==> src/rtl/ct_vfpu_fwd_vreg_gen_if.sv <==
// Issue and forward bus of one VFPU pipe's vreg forward generator.
// master = forward producer, slave = issue side / forward consumer.
interface ct_vfpu_fwd_vreg_gen_if #(
    parameter int VREG_W = 7,
    parameter int DATA_W = 64
);
    logic              ex1_inst_vld;
    logic              ex1_dst_vld;
    logic [VREG_W-1:0] ex1_dst_vreg;
    logic [1:0]        ex1_lat;
    logic              pipe_stall;
    logic              rtu_yy_xx_flush;
    logic [DATA_W-1:0] ex3_result;
    logic [DATA_W-1:0] ex4_result;
    logic [DATA_W-1:0] ex5_result;

    logic [VREG_W-1:0] ex3_fwd_vreg;
    logic              ex3_fwd_vreg_vld;
    logic [DATA_W-1:0] ex3_fwd_vreg_data;
    logic [VREG_W-1:0] ex4_fwd_vreg;
    logic              ex4_fwd_vreg_vld;
    logic [DATA_W-1:0] ex4_fwd_vreg_data;
    logic [VREG_W-1:0] ex5_fwd_vreg;
    logic              ex5_fwd_vreg_vld;
    logic [DATA_W-1:0] ex5_wb_vreg_data;

    modport master (
        input  ex1_inst_vld, ex1_dst_vld, ex1_dst_vreg, ex1_lat,
        input  pipe_stall, rtu_yy_xx_flush,
        input  ex3_result, ex4_result, ex5_result,
        output ex3_fwd_vreg, ex3_fwd_vreg_vld, ex3_fwd_vreg_data,
        output ex4_fwd_vreg, ex4_fwd_vreg_vld, ex4_fwd_vreg_data,
        output ex5_fwd_vreg, ex5_fwd_vreg_vld, ex5_wb_vreg_data
    );

    modport slave (
        output ex1_inst_vld, ex1_dst_vld, ex1_dst_vreg, ex1_lat,
        output pipe_stall, rtu_yy_xx_flush,
        output ex3_result, ex4_result, ex5_result,
        input  ex3_fwd_vreg, ex3_fwd_vreg_vld, ex3_fwd_vreg_data,
        input  ex4_fwd_vreg, ex4_fwd_vreg_vld, ex4_fwd_vreg_data,
        input  ex5_fwd_vreg, ex5_fwd_vreg_vld, ex5_wb_vreg_data
    );
endinterface

==> src/rtl/ct_vfpu_fwd_vreg_gen.sv <==
// VFPU pipe vreg forward generator: tracks dst tags ex2..ex5 and drives
// ex3/ex4/ex5 forward tags, valids and data. Option: VFPU_FWD_EX3_EN.
module ct_vfpu_fwd_vreg_gen #(
    parameter int VREG_W = 7,
    parameter int DATA_W = 64
) (
    input logic                        forever_cpuclk,
    input logic                        cpurst_b,
    ct_vfpu_fwd_vreg_gen_if.master     bus
);

    localparam logic [1:0] LAT_EX3 = 2'b01;
    localparam logic [1:0] LAT_EX4 = 2'b10;
    localparam logic [1:0] LAT_EX5 = 2'b11;

    logic              adv;
    logic              flush;
    logic              ex1_load;

    logic              ex2_vld, ex3_vld, ex4_vld, ex5_vld;
    logic [VREG_W-1:0] ex2_vreg, ex3_vreg, ex4_vreg, ex5_vreg;
    logic [1:0]        ex2_lat, ex3_lat, ex4_lat, ex5_lat;

    logic [DATA_W-1:0] ex4_data_q;
    logic [DATA_W-1:0] ex5_data_q;

    logic              ex3_fwd_vld;
    logic              ex4_fwd_vld;
    logic              ex4_cap_ex3;
    logic              ex5_cap_ex4;
    logic [DATA_W-1:0] ex3_fwd_data;
    logic [DATA_W-1:0] ex4_fwd_data;
    logic [DATA_W-1:0] ex5_fwd_data;

    assign adv      = ~bus.pipe_stall;
    assign flush    = bus.rtu_yy_xx_flush;
    assign ex1_load = bus.ex1_inst_vld & bus.ex1_dst_vld
                    & (bus.ex1_lat != 2'b00);

    // Stage valids: flush kills ex2..ex4 even under stall; ex5 is committed.
    always_ff @(posedge forever_cpuclk or negedge cpurst_b) begin
        if (!cpurst_b) begin
            ex2_vld <= 1'b0;
            ex3_vld <= 1'b0;
            ex4_vld <= 1'b0;
            ex5_vld <= 1'b0;
        end else begin
            if (flush) begin
                ex2_vld <= 1'b0;
                ex3_vld <= 1'b0;
                ex4_vld <= 1'b0;
            end else if (adv) begin
                ex2_vld <= ex1_load;
                ex3_vld <= ex2_vld;
                ex4_vld <= ex3_vld;
            end
            if (adv) begin
                ex5_vld <= ex4_vld;
            end
        end
    end

    // Tags and latency fields shift on every advance; they hold under stall.
    always_ff @(posedge forever_cpuclk or negedge cpurst_b) begin
        if (!cpurst_b) begin
            ex2_vreg <= '0;
            ex3_vreg <= '0;
            ex4_vreg <= '0;
            ex5_vreg <= '0;
            ex2_lat  <= 2'b00;
            ex3_lat  <= 2'b00;
            ex4_lat  <= 2'b00;
            ex5_lat  <= 2'b00;
        end else if (adv) begin
            ex2_vreg <= bus.ex1_dst_vreg;
            ex3_vreg <= ex2_vreg;
            ex4_vreg <= ex3_vreg;
            ex5_vreg <= ex4_vreg;
            ex2_lat  <= bus.ex1_lat;
            ex3_lat  <= ex2_lat;
            ex4_lat  <= ex3_lat;
            ex5_lat  <= ex4_lat;
        end
    end

    assign ex4_cap_ex3 = adv & ex3_vld & (ex3_lat == LAT_EX3);
    assign ex5_cap_ex4 = adv & ex4_fwd_vld;

    // Early results are carried along so later stages can still forward them.
    always_ff @(posedge forever_cpuclk or negedge cpurst_b) begin
        if (!cpurst_b) begin
            ex4_data_q <= '0;
            ex5_data_q <= '0;
        end else begin
            if (ex4_cap_ex3) begin
                ex4_data_q <= bus.ex3_result;
            end
            if (ex5_cap_ex4) begin
                ex5_data_q <= ex4_fwd_data;
            end
        end
    end

    // Forward valids and data, zeroed when not valid.
    always_comb begin
        ex3_fwd_vld  = 1'b0;
        ex3_fwd_data = '0;
`ifdef VFPU_FWD_EX3_EN
        ex3_fwd_vld  = ex3_vld & (ex3_lat == LAT_EX3);
        if (ex3_fwd_vld) begin
            ex3_fwd_data = bus.ex3_result;
        end
`endif
        ex4_fwd_vld  = ex4_vld
                     & ((ex4_lat == LAT_EX3) | (ex4_lat == LAT_EX4));
        ex4_fwd_data = '0;
        if (ex4_fwd_vld) begin
            ex4_fwd_data = (ex4_lat == LAT_EX4) ? bus.ex4_result
                                                 : ex4_data_q;
        end
        ex5_fwd_data = '0;
        if (ex5_vld) begin
            ex5_fwd_data = (ex5_lat == LAT_EX5) ? bus.ex5_result
                                                 : ex5_data_q;
        end
    end

    assign bus.ex3_fwd_vreg      = ex3_vreg;
    assign bus.ex3_fwd_vreg_vld  = ex3_fwd_vld;
    assign bus.ex3_fwd_vreg_data = ex3_fwd_data;
    assign bus.ex4_fwd_vreg      = ex4_vreg;
    assign bus.ex4_fwd_vreg_vld  = ex4_fwd_vld;
    assign bus.ex4_fwd_vreg_data = ex4_fwd_data;
    assign bus.ex5_fwd_vreg      = ex5_vreg;
    assign bus.ex5_fwd_vreg_vld  = ex5_vld;
    assign bus.ex5_wb_vreg_data  = ex5_fwd_data;

endmodule

==> src/flat_wrapper.sv <==
// flat-port wrapper written by rule: the top's interface ports become plain ports
module ct_vfpu_fwd_vreg_gen_flat 
#(
    parameter int VREG_W = 7,
    parameter int DATA_W = 64
)
  (forever_cpuclk, cpurst_b, bus_ex1_inst_vld, bus_ex1_dst_vld, bus_ex1_dst_vreg, bus_ex1_lat, bus_pipe_stall, bus_rtu_yy_xx_flush, bus_ex3_result, bus_ex4_result, bus_ex5_result, bus_ex3_fwd_vreg, bus_ex3_fwd_vreg_vld, bus_ex3_fwd_vreg_data, bus_ex4_fwd_vreg, bus_ex4_fwd_vreg_vld, bus_ex4_fwd_vreg_data, bus_ex5_fwd_vreg, bus_ex5_fwd_vreg_vld, bus_ex5_wb_vreg_data);
  ct_vfpu_fwd_vreg_gen_if #(.VREG_W(VREG_W), .DATA_W(DATA_W)) bus_i ();
  input logic forever_cpuclk;
  input logic cpurst_b;
  input wire logic [$bits(bus_i.ex1_inst_vld)-1:0] bus_ex1_inst_vld;
  input wire logic [$bits(bus_i.ex1_dst_vld)-1:0] bus_ex1_dst_vld;
  input wire logic [$bits(bus_i.ex1_dst_vreg)-1:0] bus_ex1_dst_vreg;
  input wire logic [$bits(bus_i.ex1_lat)-1:0] bus_ex1_lat;
  input wire logic [$bits(bus_i.pipe_stall)-1:0] bus_pipe_stall;
  input wire logic [$bits(bus_i.rtu_yy_xx_flush)-1:0] bus_rtu_yy_xx_flush;
  input wire logic [$bits(bus_i.ex3_result)-1:0] bus_ex3_result;
  input wire logic [$bits(bus_i.ex4_result)-1:0] bus_ex4_result;
  input wire logic [$bits(bus_i.ex5_result)-1:0] bus_ex5_result;
  output wire logic [$bits(bus_i.ex3_fwd_vreg)-1:0] bus_ex3_fwd_vreg;
  output wire logic [$bits(bus_i.ex3_fwd_vreg_vld)-1:0] bus_ex3_fwd_vreg_vld;
  output wire logic [$bits(bus_i.ex3_fwd_vreg_data)-1:0] bus_ex3_fwd_vreg_data;
  output wire logic [$bits(bus_i.ex4_fwd_vreg)-1:0] bus_ex4_fwd_vreg;
  output wire logic [$bits(bus_i.ex4_fwd_vreg_vld)-1:0] bus_ex4_fwd_vreg_vld;
  output wire logic [$bits(bus_i.ex4_fwd_vreg_data)-1:0] bus_ex4_fwd_vreg_data;
  output wire logic [$bits(bus_i.ex5_fwd_vreg)-1:0] bus_ex5_fwd_vreg;
  output wire logic [$bits(bus_i.ex5_fwd_vreg_vld)-1:0] bus_ex5_fwd_vreg_vld;
  output wire logic [$bits(bus_i.ex5_wb_vreg_data)-1:0] bus_ex5_wb_vreg_data;
  assign bus_i.ex1_inst_vld = bus_ex1_inst_vld;
  assign bus_i.ex1_dst_vld = bus_ex1_dst_vld;
  assign bus_i.ex1_dst_vreg = bus_ex1_dst_vreg;
  assign bus_i.ex1_lat = bus_ex1_lat;
  assign bus_i.pipe_stall = bus_pipe_stall;
  assign bus_i.rtu_yy_xx_flush = bus_rtu_yy_xx_flush;
  assign bus_i.ex3_result = bus_ex3_result;
  assign bus_i.ex4_result = bus_ex4_result;
  assign bus_i.ex5_result = bus_ex5_result;
  assign bus_ex3_fwd_vreg = bus_i.ex3_fwd_vreg;
  assign bus_ex3_fwd_vreg_vld = bus_i.ex3_fwd_vreg_vld;
  assign bus_ex3_fwd_vreg_data = bus_i.ex3_fwd_vreg_data;
  assign bus_ex4_fwd_vreg = bus_i.ex4_fwd_vreg;
  assign bus_ex4_fwd_vreg_vld = bus_i.ex4_fwd_vreg_vld;
  assign bus_ex4_fwd_vreg_data = bus_i.ex4_fwd_vreg_data;
  assign bus_ex5_fwd_vreg = bus_i.ex5_fwd_vreg;
  assign bus_ex5_fwd_vreg_vld = bus_i.ex5_fwd_vreg_vld;
  assign bus_ex5_wb_vreg_data = bus_i.ex5_wb_vreg_data;
  ct_vfpu_fwd_vreg_gen #(.VREG_W(VREG_W), .DATA_W(DATA_W)) u_core (.forever_cpuclk(forever_cpuclk), .cpurst_b(cpurst_b), .bus(bus_i));
endmodule
==> config.mk <==
export PLATFORM = sky130hd
export DESIGN_NAME = ct_vfpu_fwd_vreg_gen_flat
export DESIGN_NICKNAME = d
export VERILOG_FILES = /design/src/rtl/ct_vfpu_fwd_vreg_gen_if.sv /design/src/rtl/ct_vfpu_fwd_vreg_gen.sv /design/src/flat_wrapper.sv
export SDC_FILE = /design/constraint.sdc
export NUM_CORES = 1
export LEC_CHECK = 0
export ABC_AREA = 1
export ABC_CLOCK_PERIOD_IN_PS = 2100
export CORE_AREA = 2 2 162 164
export DETAILED_ROUTE_END_ITERATION = 8
export DIE_AREA = 0 0 164 166
export DONT_BUFFER_PORTS = 1
export PLACE_DENSITY = 0.49
export SYNTH_ARGS = -nofsm -noshare
export SYNTH_HDL_FRONTEND = slang
export SYNTH_SLANG_ARGS = --single-unit
==> constraint.sdc <==
create_clock -name forever_cpuclk -period 2.1 [get_ports forever_cpuclk]
set_input_delay 0.42 -clock forever_cpuclk [delete_from_list [all_inputs] [get_ports forever_cpuclk]]
set_output_delay 0.42 -clock forever_cpuclk [all_outputs]
set_load 0.02 [all_outputs]
======== Yosys cells after proc, flatten, opt, wreduce, memory -nomap -nowiden ========
Cells that the tools add are included.
storage, ports and cells
  flip-flop bits (word level) ............. 168
  bits of input ports ..................... 207
  output and inout bits ................... 216
  logic and storage cells ................. 38
cells by class
  eq/ne operators ......................... 5
  multiplexer cells ....................... 10
  bitwise operators ....................... 8
  reduce and logical (&&, ||, !) cells .... 1
operators with widths
  kind                number
  $mux 64             4
  $and 1x1->1         6
  $mux 1              6
  $eq 2x1->1 const B  2
  $eq 2x2->1 const B  2
  $ne 2x1->1 const B  1
  $reduce_bool 2->1   1
  $not 1->1           1
  $or 1x1->1          1

======== Longest topological paths before layout ========
Gate-level depths: netlist of run 1.
  depth after elaboration ................. 4
  gate-level depth with buffers ........... 8
  depth with buffers taken out ............ 7

======== Least setup slack after synthesis of run 1 ========
OpenSTA, ideal clock, no wires.
  path kind ............................... register -> output
  start point ............................. register u_core.ex4_lat[0]
  end point ............................... output port bus_ex4_fwd_vreg_data[10]
  data arrival time ....................... 1434 ps
  data required time ...................... 1680 ps
  slack ................................... 246 ps
  cell stages (with the launch flop) ...... 7
  buffers on the path ..................... 1
  cells stage by stage .................... dfrtp_1 > inv_1 > ha_1 > nor2_4 > inv_2 > buf_2 > a21oi_1
on the way
  longest elaborated chain between the ends .. 4
  elaborated cells on any way between the ends .. 6
  classes of those cells .................. eq/ne (2); mux (2); bitwise (2)
ends and longest elaborated chain
  what                                             line                                                      RTL
  from (decl)                                      ct_vfpu_fwd_vreg_gen.sv:22                                logic [1:0] ex2_lat, ex3_lat, ex4_lat, ex5_lat;
  from (signal assigned)                           ct_vfpu_fwd_vreg_gen.sv:81                                ex4_lat <= ex3_lat;
  $eq 2x1->1 / $eq 2x2->1 (equally long branches)  ct_vfpu_fwd_vreg_gen.sv:115, ct_vfpu_fwd_vreg_gen.sv:118
  $or 1x1->1                                       ct_vfpu_fwd_vreg_gen.sv:115                               & ((ex4_lat == LAT_EX3) | (ex4_lat == LAT_EX4));
  $and 1x1->1                                      ct_vfpu_fwd_vreg_gen.sv:115
  $mux 64 (*)                                      ct_vfpu_fwd_vreg_gen.sv:117                               if (ex4_fwd_vld) begin
  to (decl)                                        flat_wrapper.sv:25                                        output wire logic [$bits(bus_i.ex4_fwd_vreg_data)-1:0] bus_ex4_fwd_vreg_data;
Mark *: on every way between the ends. The rest lies on a longest branch, timed or not.

======== Worst setup path in the final report of run 1 ========
  start point ............................. register u_core.ex4_lat[1]
  end point ............................... output port bus_ex4_fwd_vreg_data[40]
Same word-level chain as after synthesis.

==> results of run 1 <==
-- flip-flops by register name (all words and copies together) (netlist names), 2 cells and up --
name and count:
u_core.bus.ex3_fwd_vreg 7, u_core.bus.ex4_fwd_vreg 7, u_core.ex5_data_q 64, u_core.ex2_lat 2, u_core.ex4_lat 2, u_core.ex5_lat 2, u_core.ex2_vreg 7, u_core.ex3_lat 2
u_core.bus.ex5_fwd_vreg 7, u_core.ex4_data_q 64
-- repair_timing --
action | CTS | global route
hold endpoints to repair | 168 | 168
pin swaps | 2 | 18
setup endpoints to repair | 65 | 128
resized for setup | 116 | 145
cloned | 9 | 12
buffers inserted | 14 | 8
-- power breakdown --
| group | total (mW) | internal [mW] | switching (mW) |
|---|---|---|---|
| registers | 4.48 | 3.98 | 0.502 |
| logic | 2.67 | 0.947 | 1.72 |
| clock network | 3.33 | 1.90 | 1.44 |
-- worst max-delay path by stage --
stage / start / end / slack [ps] / cells past startpoint
5_1_grt: u_core.ex4_lat[0] / bus_ex4_fwd_vreg_data[40] / -290 / 8
3_3_place_gp: u_core.ex4_lat[0] / bus_ex4_fwd_vreg_data[46] / 120 / 7
2_1_floorplan: u_core.ex4_lat[0] / bus_ex4_fwd_vreg_data[10] / 250 / 6
3_5_place_dp: u_core.ex4_lat[0] / bus_ex4_fwd_vreg_data[45] / 80 / 7
6_report: u_core.ex4_lat[1] / bus_ex4_fwd_vreg_data[40] / -220 / 7
4_1_cts: u_core.ex4_lat[1] / bus_ex4_fwd_vreg_data[57] / -200 / 7
-- per-layer routing --
metal	up-vias	GRT usage (%)	wire, um
met3	39	3.90	2120
li1	4191	-	-
met4	0	8.92	727
met1	4325	29.3	14100
met5	-	0	0
met2	383	39.9	17300
-- cell usage after synthesis, drive strengths merged --
master | number | area [um2]
conb | 1 | 3.75
nand2 | 549 | 2070
a21oi | 67 | 335
ha | 1 | 12.5
dfrtp | 168 | 4200
o21ai | 74 | 370
nand3 | 128 | 641
buf | 124 | 857
inv | 13 | 51.3
clkbuf | 28 | 105
nor2 | 132 | 513
-- area by class of cell --
type                       instances  area [um2]  share of cell area [%]
inverter                          13        73.8                   0.601
sequential                       168        4210                    34.3
clock buffer                      20         467                    3.80
timing repair inverter             1        16.3                   0.132
timing repair buffer             191        2160                    17.6
tap                              335         419                    3.41
clock inverter                    12         155                    1.26
multi-input combinational       1016        4780                    38.9
-- worst register-to-register path: stages (launching register included) --
cell	delay [ps]
dfrtp_1	410
ha_4	260
nor2_4	180
buf_6	130
buf_6	90
buf_12	90
buf_4	210
nand2_2	80
buf_4	240
nand2_1	120
nand2_1	60
-- cells by family (layout without fill, tap and decap cells) --
logic type / after synthesis / in the layout / synth area share (%)
and+or+nand+nor: 809 / 809 / 35.2
DFF: 168 / 168 / 45.9
other: 1 / 65 / 0.0409
AOI/OAI and AO/OA: 141 / 141 / 7.70
buffers and inverters: 165 / 237 / 11.1
adders and majority gates: 1 / 1 / 0.137
==> flow_summary.toml, run 1 <==
[cts]
h-tree-depth = 4
cts.clk_slew.worst_paths_ps = 70
cts_sinks = 168
clk_latency_ps = 430
cts-buffers-inserted = 17
ctsLongestPathBuffers = 2
clockRootBuffer = "clkbuf_16"
cts_tree = "yes"

[placed_design]
portBuffers = 0
gp_congestion = 0.881
dp.cells = 1685
hpwl_um = 20400
post-place-ws_ps = 76.5
placed_area_um2 = 10100

[finish]
drive_above_1_share_pct = 23.6
final_common_cell = "nand2_1"
final_cell_mix = "nand2_1, dfrtp_1, nand3_1"
fin_util_pct = 47.9
instances_no_fill = 1756
nets = 1616
fill_cells = 2636
num_antenna_cells = 0
area_delta_synth_final_pct = 34.1
final_cell_area_um2 = 12300

[power]
power.leakage_nw = 6.20
power.density_nw_per_um2 = 854
total_power_mw = 10.5
vdd.ir_drop.worst_mv = 0.453

[critical_path]
crit_path_end_kind = "output pin"
worstSetupPathType = "flop to output pin"
r2r_start = "u_core.ex4_lat[1]"
reg2reg_slack_ps = 120
critPathTopFamily = "buffers and inverters"
critPathMaxStageDelay_ps = 410
worst_path_max_delay_cell = "dfrtp_1"
cp_data_arrival_time_ps = 1900
crit_buf_inv = 4
cp.required_ps = 1680
worstPathMaxFanout = 6
r2r-end = "u_core.ex5_data_q[17]"
ff2ff_path_depth = 10
critPathLaunchType = "flop"
path_cells = "ha_4 -> nor2_4 -> inv_8 -> buf_12 -> buf_16 -> a21oi_2 -> buf_4"

[timing]
rsz0062_at_grt = "yes"
tightestPinTransition_ps = 800
hold_viol_final = 168
drv_slew = 0
timing.final.ws_setup_ps = -217
post-route-min-period_ps = 2320
setup_viol = 65
max_freq_mhz = 432
slew_headroom_pct = 46.7
fin_setup_tns_ps = -10300
hold_ws_ps = -309
period_share_pct = 110
skew_ps = 14.1

[floorplan]
die-area_um2 = 27200
core_um2 = 25600
die_h_um = 166
initial_core_util_pct = 35.8
dieWidth_um = 164
ios = 423
row_count = 59

[yosys]
syn_area_um2 = 9160
synth_cell_type_count = 19
synth_seq_cells = 168
ys_warn_count = 0
syn_inst = 1285
synth_seq_area_share_pct = 45.9
synth_area_per_cell_um2 = 7.13

[global_route]
grt_pass1_wl_um = 49200
antenna_found_initial = 0
grt_max_degree = 169
grt_pass1_vias = 8833
grt_usage_pct = 23.3
gr-total-overflow = 0

[route]
routed_wl_um = 34300
wire_per_inst_um = 19.5
route.detailed.drc = 0
dr.pass1.iters = 7
drtIter0Drc = 537
vias = 8938
ant_nets = 0
viasPerCell = 5.09

[status]
status = "finished with violations"
violations = "hold timing, setup timing"

[min_path]
hold_class = "input pin to asynchronous set/reset pin"

[flow_run]
drv_cap = 0
No activity file was read; power rests on OpenSTA's default activity.
==> run 2, diff against run 1 <==
--- a/config.mk
+++ b/config.mk
@@ -7,11 +7,12 @@
 export LEC_CHECK = 0
 export ABC_AREA = 1
 export ABC_CLOCK_PERIOD_IN_PS = 2100
-export CORE_AREA = 2 2 162 164
+export BUFFER_PORTS_ARGS = -buffer_cell sky130_fd_sc_hd__buf_2
+export CORE_AREA = 2 2 164 166
 export DETAILED_ROUTE_END_ITERATION = 8
-export DIE_AREA = 0 0 164 166
-export DONT_BUFFER_PORTS = 1
-export PLACE_DENSITY = 0.49
+export DIE_AREA = 0 0 166 168
+export PLACE_DENSITY = 0.62
 export SYNTH_ARGS = -nofsm -noshare
 export SYNTH_HDL_FRONTEND = slang
 export SYNTH_SLANG_ARGS = --single-unit
+export TNS_END_PERCENT = 50
==> run 2 against run 1 <==
Compared with the run above: the run ends with setup timing left; worst setup slack better by 39 ps; hold slack better by 480 ps; register-to-register slack about the same; wire length shrank 1.2%; count of clock-buffer cells in the layout shrank 3; cell count up 13%; maximum frequency up 1.7%; largest cell class unchanged; first-iteration DRC count up 29%; via count rose by 8.7%.
==> flow_summary.toml, run 2 (synthesized netlist as in run 1, its figures left out) <==
[cts]
clk_latency_ps = 420
clockRootBuffer = "clkbuf_16"
cts.clk_slew.worst_paths_ps = 80
ctsLongestPathBuffers = 2
h-tree-depth = 4
cts-buffers-inserted = 17
cts_sinks = 168
cts_tree = "yes"

[timing]
slew_headroom_pct = 65.1
fin_setup_tns_ps = -8090
post-route-min-period_ps = 2280
hold_viol_final = 0
setup_viol = 66
drv_slew = 0
timing.final.ws_setup_ps = -179
hold_ws_ps = 168
period_share_pct = 109
skew_ps = 13.3
max_freq_mhz = 439
rsz0062_at_grt = "yes"
tightestPinTransition_ps = 523

[placed_design]
post-place-ws_ps = -15.0
hpwl_um = 20500
portBuffers = 357
gp_congestion = 0.880
dp.cells = 1923

[critical_path]
cp.required_ps = 1680
worstPathMaxFanout = 25
worstSetupPathType = "flop to output pin"
critPathLaunchType = "flop"
crit_path_end_kind = "output pin"
cp_data_arrival_time_ps = 1860

[floorplan]
initial_core_util_pct = 34.8
die-area_um2 = 27900
die_h_um = 168
ios = 423
dieWidth_um = 166
core_um2 = 26400
row_count = 60

[finish]
instances_no_fill = 1991
drive_above_1_share_pct = 33.8
area_delta_synth_final_pct = 42.0
final_cell_mix = "nand2_1, buf_2, dfrtp_1"
fill_cells = 2700
final_common_cell = "nand2_1"
top_regs = "u_core.ex4_data_q (64), u_core.ex5_data_q (64)"
nets = 1843

[global_route]
grt_usage_pct = 21.7
grtUsageMet3_pct = 4.30
gr-total-overflow = 0
antenna_found_initial = 4
gr-usage-met1_pct = 27.7
grt_use_met2_pct = 37.3
busiest_layer = "met2"
grt_pass1_wl_um = 48800
grt_pass1_vias = 9393
grt_max_degree = 75

[flow_run]
drv_cap = 0

[power]
power.density_nw_per_um2 = 810
power.leakage_nw = 7.04
vdd.ir_drop.worst_mv = 0.656

[status]
status = "finished with violations"
violations = "setup timing"

[route]
ant_nets = 0
route.detailed.drc = 0
viasPerCell = 4.88
routed_wl_um = 33900
drtIter0Drc = 695
vias = 9712
dr.pass1.iters = 5
wire_per_inst_um = 17.0

[min_path]
hold_class = "input pin to flop"
run 2: critical path: stages (launching register included):
cell and delay [ps]:
dfrtp_1 390, inv_2 80, ha_4 200, nor2_4 160
inv_6 100, buf_12 180, a21oi_2 160, buf_4 160
run 2: area by class of cell:
cell class	instances	area (um2)	share of cell area [%]
multi-input combinational	1016	4600	35.4
sequential	168	4210	32.3
timing repair buffer	419	3090	23.8
tap	341	427	3.28
clock buffer	17	425	3.27
clock inverter	15	175	1.35
inverter	13	68.8	0.529
antenna	2	5.00	0.0385
run 2: path summary, 6_finish.rpt:
kind | start | to | slack [ps] | depth (start not counted)
min reg2reg | u_core.ex2_vreg[1] | u_core.bus.ex3_fwd_vreg[1] | 470 | 2
max in group asynchronous | cpurst_b | u_core.ex5_data_q[13] | 930 | 3
max reg2reg | u_core.ex4_lat[1] | u_core.ex5_data_q[33] | 130 | 10
min | bus_rtu_yy_xx_flush | u_core.ex4_vld | 170 | 2
min in group asynchronous | cpurst_b | u_core.bus.ex4_fwd_vreg[5] | 470 | 2
max | u_core.ex4_lat[0] | bus_ex4_fwd_vreg_data[28] | -180 | 7
run 2: metal layers:
layer  routed length, um  up-vias
li1                    -     4642
met1               14100     4563
met2               16500      452
met3                2460       51
met4                 748        4
met5                  21        -
run 2: timing repair:
action / 4_1_cts / 5_1_grt
resized for setup: 154 / 126
cloned: 4 / 12
hold buffers: 1 / 0
pin swaps: 2 / 12
setup buffers: 0 / 17
endpoints found under the hold margin: 41 / 0
endpoints found under the setup margin: 72 / 158
run 2: per-stage QoR:
step	util, %	power (mW)	area (um2)
2_1_floorplan	-	6.10	9400
5_1_grt	49.3	11.2	13000
3_3_place_gp	42.0	6.90	11100
6_report	49.3	10.5	13000
3_5_place_dp	42.0	6.94	11100
4_1_cts	46.6	10.3	12300
run 2: report_power, final:
part	switching, mW	internal [mW]	leakage [nW]	total (mW)
Sequential	0.448	3.98	2.20	4.42
Combinational	1.83	1.08	4.56	2.91
Clock	1.59	1.62	0.291	3.21
Total	3.87	6.67	7.04	10.5
==> run 3, diff against run 2 <==
--- a/config.mk
+++ b/config.mk
@@ -8,10 +8,11 @@
 export ABC_AREA = 1
 export ABC_CLOCK_PERIOD_IN_PS = 2100
 export BUFFER_PORTS_ARGS = -buffer_cell sky130_fd_sc_hd__buf_2
-export CORE_AREA = 2 2 164 166
+export CORE_AREA = 2 2 162 164
+export CTS_BUF_LIST = sky130_fd_sc_hd__clkbuf_2
 export DETAILED_ROUTE_END_ITERATION = 8
-export DIE_AREA = 0 0 166 168
-export PLACE_DENSITY = 0.62
+export DIE_AREA = 0 0 164 166
+export PLACE_DENSITY = 0.63
 export SYNTH_ARGS = -nofsm -noshare
 export SYNTH_HDL_FRONTEND = slang
 export SYNTH_SLANG_ARGS = --single-unit
==> run 3 against run 2 <==
Compared with the run above: the run still ends with setup timing left; via count is 15% higher; power decreased by 2.4%; critical endpoint is now bus_ex4_fwd_vreg_data[39]; count of clock-buffer cells in the layout did not move; combinational power rose by 33%; global-route usage increased by 5.0 points; sequential share of layout area is 4.8 points lower; wire length rose by 20%; utilization grew 10 points.
==> flow_summary.toml, run 3 (synthesized netlist as in run 1, its figures left out) <==
[status]
status = "finished with violations"
violations = "setup timing"

[critical_path]
worstPathMaxFanout = 6
crit_path_end_kind = "output pin"
critPathTopFamily = "buffers and inverters"
critPathMaxStageDelay_ps = 470
path_cells = "inv_2 -> ha_4 -> buf_8 -> buf_6 -> nand2_1 -> a21oi_2 -> buf_4"
reg2reg_slack_ps = 120
worstSetupPathType = "flop to output pin"
cp.required_ps = 1680
ff2ff_path_depth = 9
r2r-end = "u_core.ex5_data_q[52]"
r2r_start = "u_core.ex4_lat[0]"
critical_path_cell_count = 7
crit_end = "bus_ex4_fwd_vreg_data[39]"
critPathLaunch = "u_core.ex4_lat[0]"
worst_path_max_delay_cell = "dfrtp_1"
cp_data_arrival_time_ps = 2330
critPathLaunchType = "flop"
crit_buf_inv = 4

[route]
routed_wl_um = 40600
wire_per_inst_um = 18.9
viasPerCell = 5.20
dr.pass1.iters = 6
route.detailed.drc = 0
ant_nets = 0
vias = 11200
drtIter0Drc = 917

[finish]
drive_above_1_share_pct = 36.9
final_common_cell = "nand2_1"
final_cell_mix = "nand2_1, buf_2, dfrtp_1"
fill_cells = 2138
final_cell_area_um2 = 15300
top_regs = "u_core.ex4_data_q (64), u_core.ex5_data_q (64)"
nets = 2004
area_delta_synth_final_pct = 66.8

[power]
power.density_nw_per_um2 = 673
power.leakage_nw = 8.00
vdd.ir_drop.worst_mv = 0.381

[global_route]
grt_pass1_vias = 10500
gr-total-overflow = 0
grt_max_degree = 66
grt_usage_pct = 26.8
grt_pass1_wl_um = 56300
antenna_found_initial = 5

[floorplan]
dieWidth_um = 164
core_um2 = 25600
row_count = 59
die-area_um2 = 27200
ios = 423
die_h_um = 166
initial_core_util_pct = 35.8

[cts]
cts.clk_slew.worst_paths_ps = 290
cts_sinks = 168
ctsLongestPathBuffers = 2
h-tree-depth = 4
clk_latency_ps = 790
clockRootBuffer = "clkbuf_2"
cts-buffers-inserted = 17
cts_tree = "yes"

[timing]
fin_setup_tns_ps = -59350
hold_ws_ps = 84.3
drv_slew = 0
period_share_pct = 131
skew_ps = 53.6
slew_headroom_pct = 60.0
tightestPinTransition_ps = 599
hold_viol_final = 0
post-route-min-period_ps = 2750
timing.final.ws_setup_ps = -648
max_freq_mhz = 364
setup_viol = 129
rsz0062_at_grt = "yes"

[placed_design]
gp_congestion = 0.849
post-place-ws_ps = 143
placed_area_um2 = 11100
hpwl_um = 22000
portBuffers = 357

[min_path]
hold_class = "input pin to flop"
hp-start = "bus_ex4_result[11]"

[flow_run]
drv_cap = 0
## run 3: changes by cell type in the layout (fill, tap and decap cells not counted), moves of 17 or more
cell | before | now
buf_2 | 255 | 227
clkbuf_16 | 27 | 8
dlygate4sd3_1 | 1 | 140
nand2_4 | 2 | 52
nand2_2 | 11 | 41
nand2_1 | 536 | 453
clkbuf_2 | 0 | 17
buf_6 | 22 | 48
## run 3: worst min path at each step
stage                                  to  cells after the start
6_report            u_core.ex5_data_q[11]                      5
5_1_grt             u_core.ex5_data_q[11]                      5
4_1_cts             u_core.ex5_data_q[11]                      5
3_5_place_dp   u_core.bus.ex5_fwd_vreg[5]                      1
3_3_place_gp   u_core.bus.ex4_fwd_vreg[5]                      1
2_1_floorplan  u_core.bus.ex3_fwd_vreg[0]                      0
## run 3: worst reg2reg max path: cells and delay by family, from the launching register on
family        cells  cell delay [ps]
fa+ha+maj         1              210
simple gates      3              370
flops             1              470
buf+inv           5              860
## run 3: through the flow
stage	instances	total power [mW]	util (%)
after floorplan	1349	6.10	-
after global placement	1923	6.93	43.1
after detailed placement	1923	6.98	43.1
after CTS	2122	9.69	54.8
after global routing	2149	10.9	59.6
final	2149	10.3	59.6
## run 3: layout make-up
cell class	count	area (um2)	share of cell area, %
sequential	168	4210	27.5
clock buffer	17	85.1	0.557
inverter	13	73.8	0.483
antenna	5	12.5	0.0819
timing repair buffer	580	5060	33.1
tap	335	419	2.74
clock inverter	15	173	1.13
multi-input combinational	1016	5250	34.4
## run 3: layer usage
metal	wire [um]	GRT usage, %
met2	19900	45.7
met4	1950	10.1
met5	0	0
met1	15000	33.3
met3	3720	5.34
## run 3: report_power, final
group	switching (mW)	internal (mW)	leakage [nW]
Combinational	2.27	1.61	5.65
Clock	1.44	0.411	0.150
Sequential	0.586	3.97	2.20
## run 3: timing repair
action	CTS	global route
hold buffers	140	0
gates cloned	15	10
hold endpoints to repair	288	0
resized for setup	286	240
pin swaps	18	55
endpoints found under the setup margin	130	130
buffers inserted	12	13
